$ cat config.mk
export PLATFORM = sky130hd
export DESIGN_NAME = ps2_scan_fifo_flat
export DESIGN_NICKNAME = d
export VERILOG_FILES = /design/src/rtl/ps2_pkg.sv /design/src/rtl/ps2_scan_fifo_if.sv /design/src/rtl/ps2_event_fifo.sv /design/src/rtl/ps2_scan_fifo.sv /design/src/flat_wrapper.sv
export SDC_FILE = /design/constraint.sdc
export NUM_CORES = 1
export LEC_CHECK = 0
export ABC_AREA = 1
export BUFFER_PORTS_ARGS = -buffer_cell sky130_fd_sc_hd__buf_2
export CAP_MARGIN = 10
export CORE_MARGIN = 2
export CORE_UTILIZATION = 41
export DETAILED_ROUTE_END_ITERATION = 12
export PLACE_DENSITY_LB_ADDON = 0.3
export SYNTH_ARGS = -nofsm -noshare
export SYNTH_HDL_FRONTEND = slang
export SYNTH_SLANG_ARGS = --single-unit
$ cat constraint.sdc
create_clock -name sys_clk -period 3 [get_ports sys_clk]
set_clock_uncertainty 0.05 [all_clocks]
set_input_delay 0.75 -clock sys_clk [delete_from_list [all_inputs] [get_ports sys_clk]]
set_output_delay 0.75 -clock sys_clk [all_outputs]
set_load 0.01 [all_outputs]
$ cat src/rtl/ps2_pkg.sv
// rtl/ps2_pkg.sv - shared PS/2 prefix constants, frame states and event type
package ps2_pkg;

    localparam logic [7:0] PS2_EXT = 8'hE0;
    localparam logic [7:0] PS2_BRK = 8'hF0;

    typedef enum logic [1:0] {IDLE, DATA, PARITY, STOP} ps2_state_e;

    typedef struct packed {
        logic       ext;
        logic       brk;
        logic [7:0] code;
    } ps2_event_t;

    function automatic logic is_prefix(input logic [7:0] b);
        return (b == PS2_EXT) || (b == PS2_BRK);
    endfunction

endpackage

$ cat src/rtl/ps2_scan_fifo_if.sv
// rtl/ps2_scan_fifo_if.sv - decoded scan-code event port between front end and translator
interface ps2_scan_fifo_if #(parameter int DEPTH = 8);
    logic                   rd_en;
    logic                   code_valid;
    logic [7:0]             code_out;
    logic                   code_break;
    logic                   code_ext;
    logic [$clog2(DEPTH):0] fifo_count;
    logic                   overflow;

    modport master (input rd_en, output code_valid, code_out, code_break, code_ext, fifo_count, overflow);
    modport slave  (output rd_en, input code_valid, code_out, code_break, code_ext, fifo_count, overflow);
endinterface

$ cat src/rtl/ps2_event_fifo.sv
// rtl/ps2_event_fifo.sv - DEPTH-entry show-ahead event FIFO with count/full/empty
module ps2_event_fifo
    import ps2_pkg::*;
#(
    parameter int DEPTH = 8
) (
    input  logic                   clk,
    input  logic                   rst,
    input  logic                   wr_en,
    input  ps2_event_t             wr_data,
    input  logic                   rd_en,
    output ps2_event_t             rd_data,
    output logic [$clog2(DEPTH):0] count,
    output logic                   full,
    output logic                   empty
);
    localparam int AW = $clog2(DEPTH);

    ps2_event_t    mem [DEPTH];
    logic [AW-1:0] wr_ptr;
    logic [AW-1:0] rd_ptr;
    logic          do_push;
    logic          do_pop;

    assign empty   = (count == '0);
    assign full    = (count == (AW+1)'(DEPTH));
    assign do_pop  = rd_en && !empty;
    // a full FIFO still accepts a write when the head leaves in the same cycle
    assign do_push = wr_en && (!full || do_pop);
    assign rd_data = mem[rd_ptr];

    always_ff @(posedge clk) begin
        if (rst) begin
            mem    <= '{default: '0};
            wr_ptr <= '0;
            rd_ptr <= '0;
            count  <= '0;
        end else begin
            if (do_push) begin
                mem[wr_ptr] <= wr_data;
                wr_ptr      <= wr_ptr + AW'(1);
            end
            if (do_pop) rd_ptr <= rd_ptr + AW'(1);
            case ({do_push, do_pop})
                2'b10:   count <= count + (AW+1)'(1);
                2'b01:   count <= count - (AW+1)'(1);
                default: count <= count;
            endcase
        end
    end
endmodule

$ cat src/rtl/ps2_scan_fifo.sv
// rtl/ps2_scan_fifo.sv - PS/2 frame receiver, prefix merge and event FIFO; PS2_PARITY_CHECK_EN adds odd-parity check
module ps2_scan_fifo
    import ps2_pkg::*;
#(
    parameter int DEPTH   = 8,
    parameter int TIMEOUT = 20000
) (
    input  logic sys_clk,
    input  logic rst,
    input  logic ps2_clk,
    input  logic ps2_data,
    ps2_scan_fifo_if.master evt
`ifdef PS2_PARITY_CHECK_EN
    ,output logic parity_err
`endif
);
    localparam int TW = $clog2(TIMEOUT + 1);

    logic [1:0]  clk_sync;
    logic [1:0]  data_sync;
    logic        clk_prev;
    logic        fall;
    logic        data_s;
    ps2_state_e  state_q;
    ps2_state_e  state_d;
    logic [2:0]  bit_idx;
    logic [7:0]  shift_q;
    logic [TW-1:0] idle_cnt;
    logic        timeout;
    logic        frame_done;
    logic        frame_ok;
    logic        parity_ok;
    logic        accept_stb;
    logic        push_req;
    logic        ext_pend;
    logic        brk_pend;
    logic        overflow_q;
    ps2_event_t  head;
    logic        full;
    logic        empty;

    assign fall    = !clk_sync[1] && clk_prev;
    assign data_s  = data_sync[1];
    assign timeout = (state_q != IDLE) && (idle_cnt == TW'(TIMEOUT));

`ifdef PS2_PARITY_CHECK_EN
    logic par_bit;
    assign parity_ok = ^{shift_q, par_bit};
`else
    assign parity_ok = 1'b1;
`endif

    always_comb begin
        state_d    = state_q;
        frame_done = 1'b0;
        if (timeout) begin
            state_d = IDLE;
        end else if (fall) begin
            unique case (state_q)
                IDLE:    if (!data_s) state_d = DATA;
                DATA:    if (bit_idx == 3'd7) state_d = PARITY;
                PARITY:  state_d = STOP;
                STOP:    begin state_d = IDLE; frame_done = 1'b1; end
                default: state_d = IDLE;
            endcase
        end
        frame_ok = frame_done && data_s && parity_ok;
    end

    always_ff @(posedge sys_clk) begin
        if (rst) begin
            clk_sync   <= 2'b11;
            data_sync  <= 2'b11;
            clk_prev   <= 1'b1;
            state_q    <= IDLE;
            bit_idx    <= '0;
            shift_q    <= '0;
            idle_cnt   <= '0;
            accept_stb <= 1'b0;
        end else begin
            clk_sync   <= {clk_sync[0], ps2_clk};
            data_sync  <= {data_sync[0], ps2_data};
            clk_prev   <= clk_sync[1];
            state_q    <= state_d;
            accept_stb <= frame_ok;
            idle_cnt   <= (fall || state_q == IDLE) ? '0 : idle_cnt + TW'(1);
            if (fall && !timeout) begin
                if (state_q == IDLE) bit_idx <= '0;
                if (state_q == DATA) begin
                    shift_q <= {data_s, shift_q[7:1]};
                    bit_idx <= bit_idx + 3'd1;
                end
            end
        end
    end

`ifdef PS2_PARITY_CHECK_EN
    always_ff @(posedge sys_clk) begin
        if (rst) begin
            par_bit    <= 1'b0;
            parity_err <= 1'b0;
        end else begin
            if (fall && !timeout && state_q == PARITY) par_bit <= data_s;
            if (frame_done && data_s && !parity_ok) parity_err <= 1'b1;
        end
    end
`endif

    // shift_q stays stable until the next frame's data bits, so it is the accepted byte here
    assign push_req = accept_stb && !is_prefix(shift_q);

    always_ff @(posedge sys_clk) begin
        if (rst) begin
            ext_pend   <= 1'b0;
            brk_pend   <= 1'b0;
            overflow_q <= 1'b0;
        end else begin
            if (accept_stb) begin
                if (shift_q == PS2_EXT)      ext_pend <= 1'b1;
                else if (shift_q == PS2_BRK) brk_pend <= 1'b1;
                else begin
                    ext_pend <= 1'b0;
                    brk_pend <= 1'b0;
                end
            end
            if (push_req && full && !(evt.rd_en && !empty)) overflow_q <= 1'b1;
        end
    end

    ps2_event_fifo #(.DEPTH(DEPTH)) u_fifo (
        .clk     (sys_clk),
        .rst     (rst),
        .wr_en   (push_req),
        .wr_data ('{ext: ext_pend, brk: brk_pend, code: shift_q}),
        .rd_en   (evt.rd_en),
        .rd_data (head),
        .count   (evt.fifo_count),
        .full    (full),
        .empty   (empty)
    );

    assign evt.code_valid = !empty;
    assign evt.code_out   = head.code;
    assign evt.code_break = head.brk;
    assign evt.code_ext   = head.ext;
    assign evt.overflow   = overflow_q;
endmodule

$ cat src/flat_wrapper.sv
// flat-port wrapper written by rule: the top's interface ports become plain ports
module ps2_scan_fifo_flat import ps2_pkg::*;
#(
    parameter int DEPTH   = 8,
    parameter int TIMEOUT = 20000
)
  (sys_clk, rst, ps2_clk, ps2_data, evt_rd_en, evt_code_valid, evt_code_out, evt_code_break, evt_code_ext, evt_fifo_count, evt_overflow);
  ps2_scan_fifo_if #(.DEPTH(DEPTH)) evt_i ();
  input  logic sys_clk;
  input  logic rst;
  input  logic ps2_clk;
  input  logic ps2_data;
  input wire logic [$bits(evt_i.rd_en)-1:0] evt_rd_en;
  output wire logic [$bits(evt_i.code_valid)-1:0] evt_code_valid;
  output wire logic [$bits(evt_i.code_out)-1:0] evt_code_out;
  output wire logic [$bits(evt_i.code_break)-1:0] evt_code_break;
  output wire logic [$bits(evt_i.code_ext)-1:0] evt_code_ext;
  output wire logic [$bits(evt_i.fifo_count)-1:0] evt_fifo_count;
  output wire logic [$bits(evt_i.overflow)-1:0] evt_overflow;
  assign evt_i.rd_en = evt_rd_en;
  assign evt_code_valid = evt_i.code_valid;
  assign evt_code_out = evt_i.code_out;
  assign evt_code_break = evt_i.code_break;
  assign evt_code_ext = evt_i.code_ext;
  assign evt_fifo_count = evt_i.fifo_count;
  assign evt_overflow = evt_i.overflow;
  ps2_scan_fifo #(.DEPTH(DEPTH), .TIMEOUT(TIMEOUT)) u_core (.sys_clk(sys_clk), .rst(rst), .ps2_clk(ps2_clk), .ps2_data(ps2_data), .evt(evt_i));
endmodule
# Yosys cells after proc, flatten, opt, wreduce, memory -nomap -nowiden
# Index checks and enable logic that the tools add are counted.
# totals
inputBits,5
ff_bits,127
# classes
eq_ne,13
n_mux,18
n_addsub,6
reduce_logical,31
order_cmp,3
bitwise,3
# ops
operator,n
bitwise mux 80 bit,1
binary-select mux 10 bit (select 3 bit),1
demux 10 bit (select 3 bit),1
2-to-1 mux 10 bit,3
"== test 8 bit, second input constant",2
"adder 15 x 1 -> 15 bit, second input constant",1
"== test 15 bit, second input constant",1
logical AND 1 bit,10
"adder 3 x 1 -> 3 bit, second input constant",3
">= comparator 4 bit, second input constant",2
NOT 3 -> 4 bit,2
case mux 2 bit (4 select lines),1
case mux 4 bit (2 select lines),1
AND reduction 2 bit,4
"== test 2 bit, second input constant",3
zero test 1 bit,6
2-to-1 mux 1 bit,6
2-to-1 mux 3 bit,2
nonzero test 2 bit,3
"adder 4 x 1 -> 4 bit, second input constant",1
"== test 2 x 1 -> 1 bit, second input constant",2
"== test 4 bit, second input constant",1
zero test 4 bit,1
"less-than comparator 4 x 1 -> 1 bit, second input constant",1
other kinds (10),15

# Depth between registers and ports, before layout
# Gate-level depths: netlist of the first run.
# logic_depth
word_depth,7
ltp_mapped,17
depth_no_buf,15

# Cells and area by module
# A second synthesis of the first run with hierarchy kept.
# hier_totals
hier_cells,965
hier_area_um2,6602.6
# by_module_without_submodules
module,cells_per_inst,area_per_inst_um2,seq_area_each_um2,instances
ps2_event_fifo,740,4909.7,1801.7,1
ps2_scan_fifo,225,1692.9,740.7,1

# Worst setup path after synthesis of the first run
# Ideal clock, no wire load.
# synth_path
path_kind,in2reg
from,input port evt_rd_en
to,register u_core.u_fifo.count[2]
arrival_ps,2202
path_stages,13
setup_time_ps,115
t_required_ps,2835
path_buffers,1
path_slack_ps,632
cell_sequence,nor2_1 nand3_1 buf_4 nand3_2 ha_1 nand2_1 inv_1 nor2_1 ha_1 a21oi_1 xnor2_1 o21ai_0 inv_1
# synth_via
elab_chain_cells,5
# synth_rtl
item,line_no,source
"start, declared",flat_wrapper.sv:13,input wire logic [$bits(evt_i.rd_en)-1:0] evt_rd_en;
logical AND 1 bit (*),ps2_event_fifo.sv:27,assign do_pop = rd_en && !empty;
logical OR 1 bit,ps2_event_fifo.sv:29,assign do_push = wr_en && (!full || do_pop);
logical AND 1 bit,ps2_event_fifo.sv:29,
== test 2 x 1 -> 1 bit or == test 2 bit (tied branches),ps2_event_fifo.sv:44,"case ({do_push, do_pop})"
case mux 4 bit (2 select lines) or nonzero test 2 bit (tied branches),n/a,
"end signal, assigned",ps2_event_fifo.sv:45,2'b10: count <= count + (AW+1)'(1);
"end signal, assigned",ps2_event_fifo.sv:46,2'b01: count <= count - (AW+1)'(1);
"end signal, assigned",ps2_event_fifo.sv:47,default: count <= count;
"end, declared",ps2_event_fifo.sv:13,"output logic [$clog2(DEPTH):0] count,"
# Every way passes the cells marked *; elsewhere a longest branch is shown, timed or not.
# A chain may end at the register's enable or synchronous reset.

# Worst setup path in the final report of the first run
# layout_path
from,register u_core.u_fifo.rd_ptr[0]
to,output port evt_code_out[2]
# layout_via
elab_chain_cells,4
# layout_rtl
item,line_no,source
"start, declared",ps2_event_fifo.sv:21,logic [AW-1:0] rd_ptr;
"start signal, assigned",ps2_event_fifo.sv:43,if (do_pop) rd_ptr <= rd_ptr + AW'(1);
NOT 3 -> 4 bit (implied by the code),ps2_event_fifo.sv:30,assign rd_data = mem[rd_ptr];
binary-select mux 10 bit (select 3 bit),ps2_event_fifo.sv:30,
2-to-1 mux 10 bit (implied by the code) (2 in a row),ps2_event_fifo.sv:30,
"end, declared",flat_wrapper.sv:15,output wire logic [$bits(evt_i.code_out)-1:0] evt_code_out;
# Every way passes these cells. The select of a mux whose other input is x is not followed.

==> metrics.csv, run 1 <==
metric,value,unit
die-area,16700,µm²
rrSetupSlack,0.78,ns
diodes,0,
fin_nets,982,
cp-start-kind,flop,
overflow,0,
fin_crit,2.68,ns
grt_pass1_vias,4909,
worst-setup-path-type,reg2out,
cts_inserted_buffers,17,
dpl_cell_area,6540,µm²
synthArstFlopShare,0,%
max_cap_violations,0,
place_hpwl,8.86,mm
core-area,15300,µm²
dieWidth,129,µm
synth_nets,982,
min_path_type,reg2reg,
syn2layout_area_growth,10.8,%
combPwrFrac,19.1,%
regToRegStartpoint,u_core.shift_q[0],
cts-resized-gates,0,
synth_area,6420,µm²
routed_wirelength,14.0,mm
critPathSlowestCell,dfxtp_1,
ios,21,
setup.worst_path.start,u_core.u_fifo.rd_ptr[0],
clockPowerShare,43.1,%
ant_nets,0,
syn_avg_cell_area,6.66,µm²
path_clk_slew,0.06,ns
grt_pass1_wl,23.2,mm
synth_edf_count,0,
grt_antenna_before_repair,0,
seq_area_frac_synth,39.6,%
path_cells,"inv_1, buf_4, buf_4, a21oi_1, o21ai_0, a31oi_1, buf_2",
crit_required,2.20,ns
reg2regPathDepth,14,
min_from,u_core.clk_sync[0],
drive_above_1_share,8.92,%
ys.flop_type,dfxtp_1,
start_util,42.1,%
worst_r2r_endpoint,u_core.u_fifo.count[2],
slew_viol_final,0,
grt_max_degree,97,
synthCells,964,
fmax,373,MHz
holdBufCountCts,0,
leakagePower,3.59,nW
tightest_slew,0.717,ns
setup_violations,0,
drtPass1Iterations,4,
utilization,46.6,%
fin_crit_sh,89.4,%
worstPathArrival,1.88,ns
p_per_area,657,nW/µm²
track_usage,17.7,%
post-route-drc-count,0,
vdd_ir_drop_max,0.401,mV
final_cells,1186,
cts.sinks,127,
avgRoutedWirePerCell,11.8,µm
seq_power_share,37.8,%
status,finished clean,
ys_ff_latch,127,
root_buffer,clkbuf_16,
yosysWarningCount,0,
synthDistinctLibCells,31,
cts_tree,done,
grt_setup_unrepaired,no,
viasPerCell,4.64,
crit_top_cell,buf_4,
hold_path_end,u_core.clk_sync[1],
place.gp.congestion,0.774,
dpl.cell_count,1156,
vias,5507,
power.total,4.67,mW
switching_share,28.4,%
crit_path_end_kind,primary output,
hold_viol,0,
drt_iter0_drc,294,
cts_setup_buffers,0,
min_path_cells,1,
clk_latency,0.41,ns
finalInstanceArea,7110,µm²
synth_top_area_share,39.6,%
setup_tns,0,ns
p_switching,1.33,mW
relSlewSlack,52.2,%
p_int,3.34,mW
max_stage_delay,0.33,ns
htree_levels,4,
io_buffers,20,
worstPathMaxFanout,23,
yosys.area.top_type,dfxtp_1,
synthTopCellsByArea,"dfxtp_1 40%, nand2_1 14%, nor2_1 12%, inv_1 7.3%, a21oi_1 5.4%",
chipHeight,129,µm
rows,45,
cts_max_path_buffers,2,
-- worst max path at each step --
stage                             end
6_report              evt_code_out[2]
2_1_floorplan  u_core.u_fifo.count[2]
3_5_place_dp   u_core.u_fifo.count[2]
4_1_cts               evt_code_out[2]
3_3_place_gp   u_core.u_fifo.count[2]
5_1_grt               evt_code_out[6]
-- layer usage --
metal,global-route usage (%),wire (µm),up-vias,part of all wire (%)
met5,0,0,-,0
met4,7.54,167,0,1.2
met1,21.5,6730,2465,48
met3,3.80,328,12,2.4
met2,30.3,6720,62,48
li1,-,-,2968,-
-- through the flow --
stage,worst slack [ns],hold slack (ns)
after floorplan,0.632,0.339
after global placement,0.670,0.345
after detailed placement,0.627,0.345
after CTS,0.294,0.358
after global routing,0.171,0.368
final,0.318,0.358
-- synth_stat cells (2+ instances only) --
library cell  count
a21oi_1          69
a31oi_1          10
buf_1             2
buf_2            16
buf_4             6
buf_6            16
clkbuf_1         16
dfxtp_1         127
ha_1             13
inv_1           125
nand2_1         231
nand3_1          20
nand3_2           2
nand4_1          12
nand4_4           6
nor2_1          203
nor2_2            6
nor3_1           13
o21ai_0          53
or2_2             5
xor2_1            3
-- worst max-delay path: cells and delay by family (launching register included) --
| kind | cells | cell delay [ns] |
|---|---|---|
| buffers and inverters | 4 | 0.67 |
| AOI/OAI and AO/OA | 3 | 0.45 |
| DFF | 1 | 0.33 |
-- placed cells by master (no fill, tap or decap), types with 6 or more instances in the layout --
master,count
nand4_4,6
o21ai_0,53
nor2_2,6
clkbuf_16,17
a21oi_1,69
buf_2,20
a31oi_1,10
nand4_1,12
nor3_1,13
nand2_1,231
nand3_1,20
dfxtp_1,127
ha_1,13
inv_1,125
buf_4,17
nor2_1,203
-- final cells by class --
type	instances	area, µm²
fill	1567	8150
multi-input combinational	653	3010
sequential	127	2540
clock buffer	24	492
inverter	127	477
tap	211	264
timing repair buffer	38	248
clock inverter	6	82.6
-- kinds of logic after synthesis --
logic type / count (synthesis) / share of synthesized area [%]
AO/OA/AOI/OAI: 135 / 11.0
XOR/XNOR: 4 / 0.546
flip-flops: 127 / 39.6
AND/OR/NAND/NOR: 501 / 32.8
adder cells (fa/ha/maj): 13 / 2.53
buffers and inverters: 184 / 13.5
-- power groups by stage --
stage                     clock [mW]  sequential [mW]  combinational, mW
final                           2.01             1.76              0.894
after global routing            2.12             1.77               1.01
after CTS                       2.06             1.76              0.899
after detailed placement           0             1.80              0.898
after global placement             0             1.80              0.894
after floorplan                    0             1.80              0.603
-- flip-flops by register name, indices dropped and copies added, names as in the netlist --
register              cells
u_core.data_sync          2
u_core.clk_prev           1
u_core.clk_sync           2
u_core.brk_pend           1
u_core.evt.overflow       1
u_core.u_fifo.count       4
u_core.u_fifo.rd_ptr      3
u_core.accept_stb         1
u_core.idle_cnt          15
u_core.shift_q            8
u_core.state_q            2
u_core.u_fifo.wr_ptr      3
u_core.bit_idx            3
u_core.ext_pend           1
u_core.u_fifo.mem        80
No activity file was read; power rests on OpenSTA's default activity.
==> run 2, diff against run 1 <==
--- a/config.mk
+++ b/config.mk
@@ -6,7 +6,7 @@
 export NUM_CORES = 1
 export LEC_CHECK = 0
 export ABC_AREA = 1
-export BUFFER_PORTS_ARGS = -buffer_cell sky130_fd_sc_hd__buf_2
+export BUFFER_PORTS_ARGS = -buffer_cell sky130_fd_sc_hd__clkbuf_2
 export CAP_MARGIN = 10
 export CORE_MARGIN = 2
 export CORE_UTILIZATION = 41
==> metrics.csv, run 2 (synthesis results as in run 1) <==
metric,value,unit
post-route-drc-count,0,
slew_viol_final,0,
worstPathArrival,1.89,ns
clockPowerShare,39.7,%
switching_share,29.3,%
cts_tree,done,
drt_iter0_drc,366,
path_cells,"inv_1, a21oi_1, o21ai_0, nand2_1, nor2_1, a31oi_1, clkbuf_2",
root_buffer,clkbuf_16,
m1WireLength,6.75,mm
combPwrFrac,20.3,%
viasPerCell,4.62,
largest_register,u_core.u_fifo.mem,
wl_met3,479,µm
crit_end,evt_code_ext,
worstPathMaxFanout,21,
fin_crit,2.69,ns
p_switching,1.29,mW
grt_antenna_before_repair,0,
clk_latency,0.41,ns
p_per_area,626,nW/µm²
vias,5449,
crit_cells,7,
drtPass1Iterations,5,
crit_path_end_kind,primary output,
grt_pass1_wl,23.8,mm
hold_viol,0,
ios,21,
worst_r2r_endpoint,u_core.u_fifo.count[2],
wl_met2,6.56,mm
drive_above_1_share,8.26,%
vdd_ir_drop_max,0.428,mV
grt_setup_unrepaired,no,
critPathSlowestCell,dfxtp_1,
path_clk_slew,0.05,ns
dieWidth,129,µm
cts.sinks,127,
track_usage,18.1,%
whs,0.356,ns
die-area,16700,µm²
place.gp.congestion,0.786,
layout_common_cells,"231 x nand2_1, 203 x nor2_1, 127 x dfxtp_1",
ant_nets,0,
fmax,372,MHz
start_util,42.1,%
place_hpwl,8.98,mm
core-area,15300,µm²
status,finished clean,
cp-start-kind,flop,
relSlewSlack,48.8,%
reg_top3,"u_core.u_fifo.mem x80, u_core.idle_cnt x15, u_core.shift_q x8",
avgRoutedWirePerCell,11.9,µm
routed_wirelength,14.1,mm
rows,45,
fin_nets,980,
dr.max_layer_used,met4,
p_int,3.10,mW
diodes,0,
leakagePower,3.54,nW
setup.worst_path.start,u_core.u_fifo.rd_ptr[1],
largest_reg_flops,80,
tightest_slew,0.767,ns
dpl_cell_area,6540,µm²
grt_max_degree,97,
fin_crit_sh,89.7,%
reg2regPathDepth,14,
holdBufCountCts,0,
rrSetupSlack,0.77,ns
crit_required,2.20,ns
htree_levels,4,
cts-resized-gates,0,
cts_inserted_buffers,17,
cpLargestDelayFamily,compound AO/OA/AOI/OAI gates,
chipHeight,129,µm
overflow,0,
setup_tns,0,ns
io_buffers,20,
max_stage_delay,0.32,ns
mostFrequentLayoutCell,nand2_1,
regToRegStartpoint,u_core.shift_q[1],
grt_pass1_vias,4774,
cts_setup_buffers,0,
seq_power_share,40.1,%
crit_buf_inv,2,
syn2layout_area_growth,9.34,%
worst-setup-path-type,reg2out,
cts_max_path_buffers,2,
min_path_type,reg2reg,
finalInstanceArea,7020,µm²
setup_violations,0,
max_cap_violations,0,
## run 2: cell types whose count changed in the layout (fill, tap and decap cells not counted), sizes merged
cell	previous run	this run
clkbuf	24	43
buf	38	16
bufinv	2	0
clkinvlp	1	0
## run 2: power groups by stage
stage          Clock [mW]  Sequential (mW)  Combinational, mW
6_report             1.74             1.76              0.892
5_1_grt              1.86             1.76               1.01
4_1_cts              1.78             1.76              0.899
3_5_place_dp            0             1.79              0.895
3_3_place_gp            0             1.79              0.887
2_1_floorplan           0             1.80              0.603
## run 2: area by class of cell
type / count / area [µm²]
clock inverter: 3 / 15.0
clock buffer: 23 / 468
timing repair buffer: 36 / 245
inverter: 127 / 477
tap: 211 / 264
sequential: 127 / 2540
fill: 1547 / 8240
multi-input combinational: 653 / 3010
## run 2: per-layer routing
layer	GRT usage, %	vias to the layer above
met4	6.39	0
met2	29.3	80
met3	4.50	23
met5	0	-
li1	-	2955
met1	23.5	2391
## run 2: worst min path at each step
stage | startpoint | end | slack (ns) | depth (start not counted)
2_1_floorplan | u_core.clk_sync[0] | u_core.clk_sync[1] | 0.34 | 1
3_3_place_gp | u_core.data_sync[0] | u_core.data_sync[1] | 0.34 | 1
3_5_place_dp | u_core.data_sync[0] | u_core.data_sync[1] | 0.35 | 1
4_1_cts | u_core.data_sync[0] | u_core.data_sync[1] | 0.36 | 1
5_1_grt | u_core.data_sync[0] | u_core.data_sync[1] | 0.37 | 1
6_report | u_core.clk_sync[0] | u_core.clk_sync[1] | 0.36 | 1
## run 2: stage by stage
stage          setup WS (ns)  std cells  power (mW)  utilization (%)
5_1_grt                0.106       1180        4.63             46.0
3_5_place_dp           0.673       1154        2.69             42.8
3_3_place_gp           0.680       1154        2.68             42.8
6_report               0.310       1180        4.39             46.0
4_1_cts                0.302       1180        4.44             46.0
2_1_floorplan          0.632        964        2.41                -
## run 2: worst register-to-register path, stage by stage (launching register included)
cell,delay (ns)
dfxtp_1,0.55
inv_1,0.11
nand2_1,0.11
nor2_2,0.07
o21ai_4,0.07
nand3_2,0.14
ha_1,0.27
nand2_1,0.07
inv_1,0.04
nor2_1,0.12
ha_1,0.16
a21oi_1,0.04
xnor2_1,0.13
o21ai_0,0.13
inv_1,0.05
==> run 3, diff against run 2 <==
--- a/config.mk
+++ b/config.mk
@@ -11,7 +11,7 @@
 export CORE_MARGIN = 2
 export CORE_UTILIZATION = 41
 export DETAILED_ROUTE_END_ITERATION = 12
-export PLACE_DENSITY_LB_ADDON = 0.3
+export PLACE_DENSITY = 0.53
 export SYNTH_ARGS = -nofsm -noshare
 export SYNTH_HDL_FRONTEND = slang
 export SYNTH_SLANG_ARGS = --single-unit
==> metrics.csv, run 3 (synthesis results as in run 1) <==
metric,value,unit
track_usage,19.4,%
min_path_type,reg2reg,
wl_met3,499,µm
root_buffer,clkbuf_16,
m1WireLength,7.59,mm
post-route-drc-count,0,
tightest_slew,0.452,ns
crit_path_end_kind,primary output,
ant_nets,0,
cts-resized-gates,0,
grt_max_degree,97,
overflow,0,
reg_top3,"u_core.u_fifo.mem x80, u_core.idle_cnt x15, u_core.shift_q x8",
grt_antenna_before_repair,0,
drtPass1Iterations,6,
core-area,15300,µm²
fin_crit,2.72,ns
layout_common_cells,"231 x nand2_1, 203 x nor2_1, 127 x dfxtp_1",
ios,21,
worstPathMaxFanout,40,
grt_pass1_wl,25.4,mm
cts_setup_buffers,0,
max_cap_violations,0,
worstPathArrival,1.92,ns
start_util,42.1,%
fin_nets,981,
setup_tns,0,ns
dr.max_layer_used,met4,
relSlewSlack,69.9,%
critPathSlowestCell,buf_4,
max_stage_delay,0.38,ns
fmax,367,MHz
drt_iter0_drc,416,
setup_violations,0,
vias,5480,
htree_levels,4,
p_per_area,660,nW/µm²
dieWidth,129,µm
cts.sinks,127,
io_buffers,20,
path_cells,"inv_1, buf_4, o21ai_0, nand2_1, nor2_1, a31oi_1, clkbuf_2",
crit_required,2.20,ns
clk_latency,0.43,ns
diodes,0,
status,finished clean,
leakagePower,3.58,nW
worst-setup-path-type,reg2out,
place_hpwl,9.18,mm
viasPerCell,4.62,
chipHeight,129,µm
largest_register,u_core.u_fifo.mem,
fin_crit_sh,90.8,%
largest_reg_flops,80,
utilization,46.5,%
grt_pass1_vias,5020,
mostFrequentLayoutCell,nand2_1,
drive_above_1_share,8.72,%
dpl_cell_area,6530,µm²
finalInstanceArea,7100,µm²
routed_wirelength,15.0,mm
whs,0.356,ns
fillers,1587,
path_clk_slew,0.05,ns
vdd_ir_drop_max,0.576,mV
avgRoutedWirePerCell,12.6,µm
cts_tree,done,
die-area,16700,µm²
hold_viol,0,
place.gp.congestion,0.766,
holdBufCountCts,0,
grt_setup_unrepaired,no,
syn2layout_area_growth,10.6,%
cp-start-kind,flop,
cts_max_path_buffers,2,
slew_viol_final,0,
cts_inserted_buffers,17,
wl_met2,6.66,mm
rows,45,
==> run 3: changes by cell type in the layout (fill, tap and decap cells not counted), sizes merged <==
cell / delta
buf: +1
bufinv: +2
clkbuf: +2
clkinvlp: +1
==> run 3: power by group <==
part | switching [mW] | total (mW) | internal (mW) | leakage (nW)
combinational | 0.588 | 0.904 | 0.316 | 2.27
sequential | 0.0413 | 1.77 | 1.72 | 1.02
clock | 0.736 | 2.01 | 1.28 | 0.277
total | 1.36 | 4.68 | 3.32 | 3.58
==> run 3: cell type report <==
class / count / area (µm²) / area share (%)
clock buffers: 25 / 485 / 6.84
inverters: 127 / 477 / 6.71
flip-flops and latches: 127 / 2540 / 35.8
clock inverters: 6 / 82.6 / 1.16
multi-input cells: 653 / 3010 / 42.4
well taps: 211 / 264 / 3.72
repair buffers: 37 / 240 / 3.38
==> run 3: metal layers <==
metal | global-route usage [%] | vias up
li1 | - | 2971
met1 | 26.8 | 2408
met2 | 29.9 | 84
met3 | 4.34 | 17
met4 | 7.16 | 0
met5 | 0 | -
==> run 3: worst max-delay path: cells and delay by family, from the launching register on <==
family                 cells  cell delay [ns]
buffers and inverters      3             0.66
AND/OR/NAND/NOR            2             0.12
AO/OA/AOI/OAI              2             0.40
flip-flops                 1             0.30
==> run 3: worst paths after layout <==
path / startpoint / end / slack (ns) / depth (start not counted)
min reg2reg: u_core.clk_sync[0] / u_core.clk_sync[1] / 0.36 / 1
min: u_core.clk_sync[0] / u_core.clk_sync[1] / 0.36 / 1
max: u_core.u_fifo.rd_ptr[0] / evt_code_out[7] / 0.28 / 7
max reg2reg: u_core.shift_q[4] / u_core.u_fifo.count[2] / 0.69 / 14
==> run 3: metrics by stage <==
step	total power, mW	std cells	worst slack, ns
detailed placement	2.71	1155	0.622
global placement	2.71	1155	0.677
floorplan	2.41	964	0.632
finish	4.68	1186	0.277
global route	4.93	1186	0.132
CTS	4.74	1186	0.289
